### src/rtl/code_rom_pkg.sv
// Shared types and constants for the debug-harness code ROM loader.
// Holds the loader state encoding, the error codes reported to the host
// and the default frame start marker.
package code_rom_pkg;

    typedef enum logic [2:0] {
        IDLE,
        LEN_LO,
        LEN_HI,
        DATA,
        CSUM,
        DONE,
        ERROR
    } loader_state_t;

    localparam logic [1:0] ERR_NONE    = 2'b00;
    localparam logic [1:0] ERR_LEN     = 2'b01;
    localparam logic [1:0] ERR_CSUM    = 2'b10;
    localparam logic [1:0] ERR_TIMEOUT = 2'b11;

    localparam logic [7:0] DEFAULT_SYNC_BYTE = 8'hA5;

endpackage

### src/rtl/code_rom_wdog.sv
// Inter-byte watchdog: counts idle cycles while run is high, saturating at the limit.
// Latency: expired asserts the cycle the count register equals TIMEOUT_CYCLES.
// Backpressure: none; clear has priority over counting.
// Ports: clk, reset_code_rom_n (async low), run, clear -> expired.
module code_rom_wdog #(
    parameter int TIMEOUT_CYCLES = 65535
) (
    input  logic clk,
    input  logic reset_code_rom_n,
    input  logic run,
    input  logic clear,
    output logic expired
);

    localparam int CW = $clog2(TIMEOUT_CYCLES + 1);
    localparam logic [CW-1:0] LIMIT = CW'(TIMEOUT_CYCLES);

    logic [CW-1:0] count;

    always_ff @(posedge clk or negedge reset_code_rom_n) begin
        if (!reset_code_rom_n) begin
            count <= '0;
        end else if (clear) begin
            count <= '0;
        end else if (run && (count != LIMIT)) begin
            count <= count + 1'b1;
        end
    end

    assign expired = (count == LIMIT);

endmodule

### src/rtl/code_rom_loader.sv
// Framed byte-stream writer for the debug harness code ROM (SYNC, LEN_LO, LEN_HI, payload, CSUM).
// Latency: a payload byte accepted at edge N is strobed to the ROM during cycle N+1.
// Backpressure: s_ready drops for the strobe cycle after each payload byte and in DONE/ERROR.
// Ports: clk, reset_code_rom_n, s_valid/s_data/s_ready host link; rom_prog_mode/rom_addr/rom_data
//        ROM write port; dut_rst_n, load_busy, load_done, load_error, err_code status.
module code_rom_loader
    import code_rom_pkg::*;
#(
    parameter int         ROM_DEPTH      = 4096,
    parameter logic [7:0] SYNC_BYTE      = DEFAULT_SYNC_BYTE,
    parameter int         TIMEOUT_CYCLES = 65535
) (
    input  logic        clk,
    input  logic        reset_code_rom_n,
    input  logic        s_valid,
    input  logic [7:0]  s_data,
    output logic        s_ready,
    output logic        rom_prog_mode,
    output logic [11:0] rom_addr,
    output logic [7:0]  rom_data,
    output logic        dut_rst_n,
    output logic        load_busy,
    output logic        load_done,
    output logic        load_error,
    output logic [1:0]  err_code
);

    localparam logic [12:0] DEPTH13 = 13'(ROM_DEPTH);

    loader_state_t state;
    logic [7:0]    len_lo;
    logic [11:0]   len;
    logic [11:0]   idx;
    logic [7:0]    sum;
    logic [1:0]    err_pend;

    logic        xfer;
    logic        in_frame;
    logic        expired;
    logic [11:0] len_rx;
    logic        len_bad;
    logic [7:0]  csum_total;
    logic        last_byte;

    assign xfer       = s_valid && s_ready;
    assign in_frame   = (state == LEN_LO) || (state == LEN_HI) || (state == DATA) || (state == CSUM);
    assign len_rx     = {s_data[3:0], len_lo};
    assign len_bad    = (s_data[7:4] != 4'h0) || (len_rx == 12'd0) || ({1'b0, len_rx} > DEPTH13);
    assign csum_total = sum + s_data;
    assign last_byte  = (idx == (len - 12'd1));

    code_rom_wdog #(
        .TIMEOUT_CYCLES (TIMEOUT_CYCLES)
    ) u_wdog (
        .clk              (clk),
        .reset_code_rom_n (reset_code_rom_n),
        .run              (in_frame),
        .clear            (xfer || !in_frame),
        .expired          (expired)
    );

    always_ff @(posedge clk or negedge reset_code_rom_n) begin
        if (!reset_code_rom_n) begin
            state         <= IDLE;
            s_ready       <= 1'b0;
            rom_prog_mode <= 1'b0;
            rom_addr      <= '0;
            rom_data      <= '0;
            dut_rst_n     <= 1'b1;
            load_busy     <= 1'b0;
            load_done     <= 1'b0;
            load_error    <= 1'b0;
            err_code      <= ERR_NONE;
            err_pend      <= ERR_NONE;
            len_lo        <= '0;
            len           <= '0;
            idx           <= '0;
            sum           <= '0;
        end else begin
            rom_prog_mode <= 1'b0;
            load_done     <= 1'b0;
            case (state)
                IDLE: begin
                    s_ready <= 1'b1;
                    if (xfer && (s_data == SYNC_BYTE)) begin
                        load_error <= 1'b0;
                        err_code   <= ERR_NONE;
                        load_busy  <= 1'b1;
                        dut_rst_n  <= 1'b0;
                        state      <= LEN_LO;
                    end
                end
                LEN_LO: begin
                    if (xfer) begin
                        len_lo <= s_data;
                        state  <= LEN_HI;
                    end else if (expired) begin
                        err_pend <= ERR_TIMEOUT;
                        s_ready  <= 1'b0;
                        state    <= ERROR;
                    end
                end
                LEN_HI: begin
                    if (xfer) begin
                        if (len_bad) begin
                            err_pend <= ERR_LEN;
                            s_ready  <= 1'b0;
                            state    <= ERROR;
                        end else begin
                            len   <= len_rx;
                            idx   <= '0;
                            sum   <= '0;
                            state <= DATA;
                        end
                    end else if (expired) begin
                        err_pend <= ERR_TIMEOUT;
                        s_ready  <= 1'b0;
                        state    <= ERROR;
                    end
                end
                DATA: begin
                    if (xfer) begin
                        // Drop ready for the strobe cycle so strobes can never be back to back.
                        s_ready       <= 1'b0;
                        rom_prog_mode <= 1'b1;
                        rom_addr      <= idx;
                        rom_data      <= s_data;
                        idx           <= idx + 12'd1;
                        sum           <= csum_total;
                        if (last_byte) begin
                            state <= CSUM;
                        end
                    end else begin
                        s_ready <= 1'b1;
                        if (expired) begin
                            err_pend <= ERR_TIMEOUT;
                            s_ready  <= 1'b0;
                            state    <= ERROR;
                        end
                    end
                end
                CSUM: begin
                    if (xfer) begin
                        s_ready <= 1'b0;
                        if (csum_total == 8'h00) begin
                            state <= DONE;
                        end else begin
                            err_pend <= ERR_CSUM;
                            state    <= ERROR;
                        end
                    end else begin
                        s_ready <= 1'b1;
                        if (expired) begin
                            err_pend <= ERR_TIMEOUT;
                            s_ready  <= 1'b0;
                            state    <= ERROR;
                        end
                    end
                end
                DONE: begin
                    load_done <= 1'b1;
                    load_busy <= 1'b0;
                    dut_rst_n <= 1'b1;
                    s_ready   <= 1'b1;
                    state     <= IDLE;
                end
                ERROR: begin
                    load_error <= 1'b1;
                    err_code   <= err_pend;
                    load_busy  <= 1'b0;
                    dut_rst_n  <= 1'b1;
                    s_ready    <= 1'b1;
                    state      <= IDLE;
                end
                default: begin
                    s_ready <= 1'b0;
                    state   <= IDLE;
                end
            endcase
        end
    end

endmodule

### config.mk
export PLATFORM = sky130hd
export DESIGN_NAME = code_rom_loader
export DESIGN_NICKNAME = d
export VERILOG_FILES = /design/src/rtl/code_rom_pkg.sv /design/src/rtl/code_rom_wdog.sv /design/src/rtl/code_rom_loader.sv
export SDC_FILE = /design/constraint.sdc
export NUM_CORES = 1
export LEC_CHECK = 0
export ABC_AREA = 1
export CAP_MARGIN = 30
export CORE_UTILIZATION = 53
export DETAILED_ROUTE_END_ITERATION = 8
export PLACE_DENSITY = 0.78
export SKIP_LAST_GASP = 1
export SLEW_MARGIN = 30
export SYNTH_ARGS = -nofsm -noshare
export SYNTH_HDL_FRONTEND = slang
export SYNTH_HIERARCHICAL = 1
export SYNTH_SLANG_ARGS = --single-unit
### constraint.sdc
create_clock -name clk -period 1.8 [get_ports clk]
set_input_delay 0.36 -clock clk [delete_from_list [all_inputs] [get_ports clk]]
set_output_delay 0.36 -clock clk [all_outputs]
set_load 0.01 [all_outputs]
==> impl_metrics.ini <==
[yosys]
synth-edff-count = 0
yosys_warnings = 6
synth-main-ff-cell = dfrtp_1
synth.avg_cell_area_sq_um = 7.55
mappedNetlistArea_sq_um = 5230
total_nets_after_synthesis = 715
netlist-cell-type-count = 46
fraction_of_synthesis_flops_using_an_asynchronous_set_or_reset_pin_pct = 100
synth-seq-cells = 89
post_synth_inst_count = 693
ys_seq_area_share_pct = 42.6

[worst_setup_path]
worst_r2r_startpoint = sum[0]
timing.critical_path.arrival_ns = 2.26
cp.required_ns = 2.04
setup.worst_path.end_class = register
timing.reg2reg.worst_path_depth = 9
path_class = in -> reg
r2r-end = err_pend[1]
cp_max_fo = 5
register_to_register_setup_slack_ns = -0.20
worstSetupStartpointType = input pin

[detailed_routing]
first_iter_violations = 297
detail_route.vias_per_cell = 5.33
detailroute.via_count = 4904
detail_route.drc_violations = 0
average_wire_length_per_cell_after_detail_routing_um = 14.3
drt-pass1-iter-count = 5
number_of_antenna_violating_nets_in_the_routed_design = 0
detail_route.wirelength_mm = 13.2

[power_and_ir_drop]
peakVddDrop_v = 0.00101
power.density_nw_per_um2 = 1440
leakagePower_nw = 3.17
power.total_mw = 9.38

[sta]
clock.fmax_mhz = 497
hold_viol = 0
tightestPinTransition_ns = 0.444
setup_total_negative_slack_ns = -0.635
setup_violations = 5
min_period_over_period_pct = 112
final_max_slew_viol_count = 0
rsz0062_at_grt = yes
max_slew_margin_pct = 70.4
setup_slack_ns = -0.213
holdWs_ns = 0.480
fin_crit_ns = 2.01
timing.clock.skew_ns = 0.0128

[final_layout]
drive_above_1_share_pct = 18.5
final_core_utilization_pct = 69.4
final_area_sq_um = 6530
area_growth_pct = 24.9
diodes_inserted = 0
finished_layout_cells = 920
net_count_final = 808
num-fill-cells = 760

[placement]
placed_cells = 898
place_ws_ns = -0.717
portBuffers = 38
detailed_place.area_sq_um = 6090
gpl.final_weighted_congestion = 0.884
dp_wirelength_mm = 9.55

[die]
die_h_um = 101
floorplan.rows = 35
initial_core_util_pct = 55.5
die_x_um = 101
io_pins = 39
core_area_sq_um = 9420
dieArea_sq_um = 10300

[job]
max-cap-violations = 0

[hold_path]
timing.hold.worst.class = reg -> reg
hp-start = err_pend[0]
min_to = err_pend[0]
holdPathStages = 2

[global_route]
track_usage_pct = 27.7
first_global_vias = 4643
gr-total-overflow = 0
grt_antenna_before_repair = 0
grt_max_degree = 35
grt_pass1_wl_mm = 22.1

[cts]
numClockSinks = 89
tritoncts.num_buffers = 9
tritoncts_clock_tree = done
clkLatencyLatePin_ns = 0.36
cts_root_buffer = clkbuf_8
max_clock_buf_depth = 2
cts_h_tree_depth = 3
clk_pin_slew_worst_paths_ns = 0.09

[outcome]
outcome = finished, violations left
failed_checks = setup timing
==> layout make-up <==
type	count	area (sq um)	area share [%]
multi-input cells	505	2720	41.6
flip-flops and latches	89	2230	34.2
clock buffers	9	124	1.90
well taps	129	161	2.47
clock inverters	7	108	1.65
repair buffers	95	852	13.0
inverters	86	334	5.11
==> state kept, by name, indices dropped and copies added (netlist names), 2 cells and up <==
name and flops:
u_wdog/count 16, idx 12, len 12, rom_addr 12, len_lo 8, rom_data 8
sum 8, state 3, err_code 2, err_pend 2
==> per-layer routing <==
metal  wire length (um)  up-vias  global-route usage [%]  part of all wire (%)
li1                   -     2415                       -                     -
met1               5920     2293                    38.3                    45
met2               6260      173                    44.6                    47
met3                765       23                    5.04                   5.8
met4                245        0                    8.14                   1.9
met5                  0        -                       0                     0
==> worst max-delay path by stage <==
stage | start | end | cells past startpoint
3_5_place_dp | s_data[0] | err_pend[1] | 12
5_1_grt | s_data[3] | err_pend[1] | 12
3_3_place_gp | s_data[0] | err_pend[0] | 12
2_1_floorplan | state[2] | u_wdog/count[9] | 12
4_1_cts | sum[0] | err_pend[1] | 10
6_report | s_data[3] | err_pend[1] | 12
==> cell families (layout without fill, tap and decap cells) <==
group           count (synthesis)  count (layout)  share of synthesized area [%]
flops                          89              89                           42.6
fa+ha+maj                      11              11                           2.78
buf+inv                       100             197                           8.21
xor+xnor                       22              22                           3.68
simple gates                  386             387                           33.7
compound gates                 85              85                           9.02
==> cells in the mapped netlist (2+ instances only) <==
library cell / instances / area [sq um]
a21oi_1: 10 / 50.1
buf_2: 6 / 30.0
buf_6: 4 / 45.0
clkbuf_1: 2 / 7.51
clkinv_1: 2 / 7.51
dfrtp_1: 88 / 2200
ha_1: 10 / 125
inv_1: 76 / 285
inv_2: 7 / 26.3
nand2_1: 211 / 792
nand2_2: 6 / 37.5
nand2_4: 2 / 22.5
nand3_1: 58 / 290
nand3b_1: 2 / 15.0
nand4_1: 16 / 100
nand4_4: 2 / 42.5
nor2_1: 61 / 229
nor2_2: 4 / 25.0
nor2_4: 3 / 33.8
nor3_1: 9 / 45.0
nor4_1: 3 / 18.8
o21ai_0: 56 / 280
o21ai_1: 8 / 40.0
o21ai_2: 3 / 26.3
o21bai_1: 2 / 15.0
or2_2: 2 / 12.5
xnor2_1: 4 / 35.0
xor2_1: 18 / 158
==> cell usage in the layout (no fill, tap or decap), types with 7 or more instances in the layout <==
| master | count |
|---|---|
| nand2_1 | 208 |
| dfrtp_1 | 84 |
| inv_1 | 71 |
| nor2_1 | 55 |
| nand3_1 | 55 |
| o21ai_0 | 55 |
| buf_4 | 54 |
| clkdlybuf4s50_1 | 30 |
| xor2_1 | 17 |
| nand4_1 | 16 |
| inv_2 | 10 |
| a21oi_1 | 10 |
| nand2_2 | 9 |
| o21ai_1 | 9 |
| clkbuf_8 | 9 |
| nor2_2 | 7 |
==> critical path, stage by stage <==
cell and delay, ns:
clkdlybuf4s50_1 0.47, ha_1 0.39, nand2_1 0.09, nand2_1 0.07, nand2_1 0.08, nand3_1 0.08
nand2_1 0.06, nand2_1 0.06, nor2_1 0.15, nand4_1 0.21, nand4_1 0.15, nand2_1 0.07
==> where the power goes <==
group	switching, mW	leakage [nW]	internal, mW
logic	2.50	1.94	1.97
clock network	0.785	0.114	0.812
registers	0.613	1.11	2.69
==> what timing repair did <==
action	4_1_cts	5_1_grt
endpoints found under the setup margin	10	53
cloned	0	1
hold buffers	1	0
pin swaps	14	13
buffers inserted	2	2
hold endpoints to repair	31	0
gates resized for setup	16	31
No activity file was read; power rests on OpenSTA's default activity.
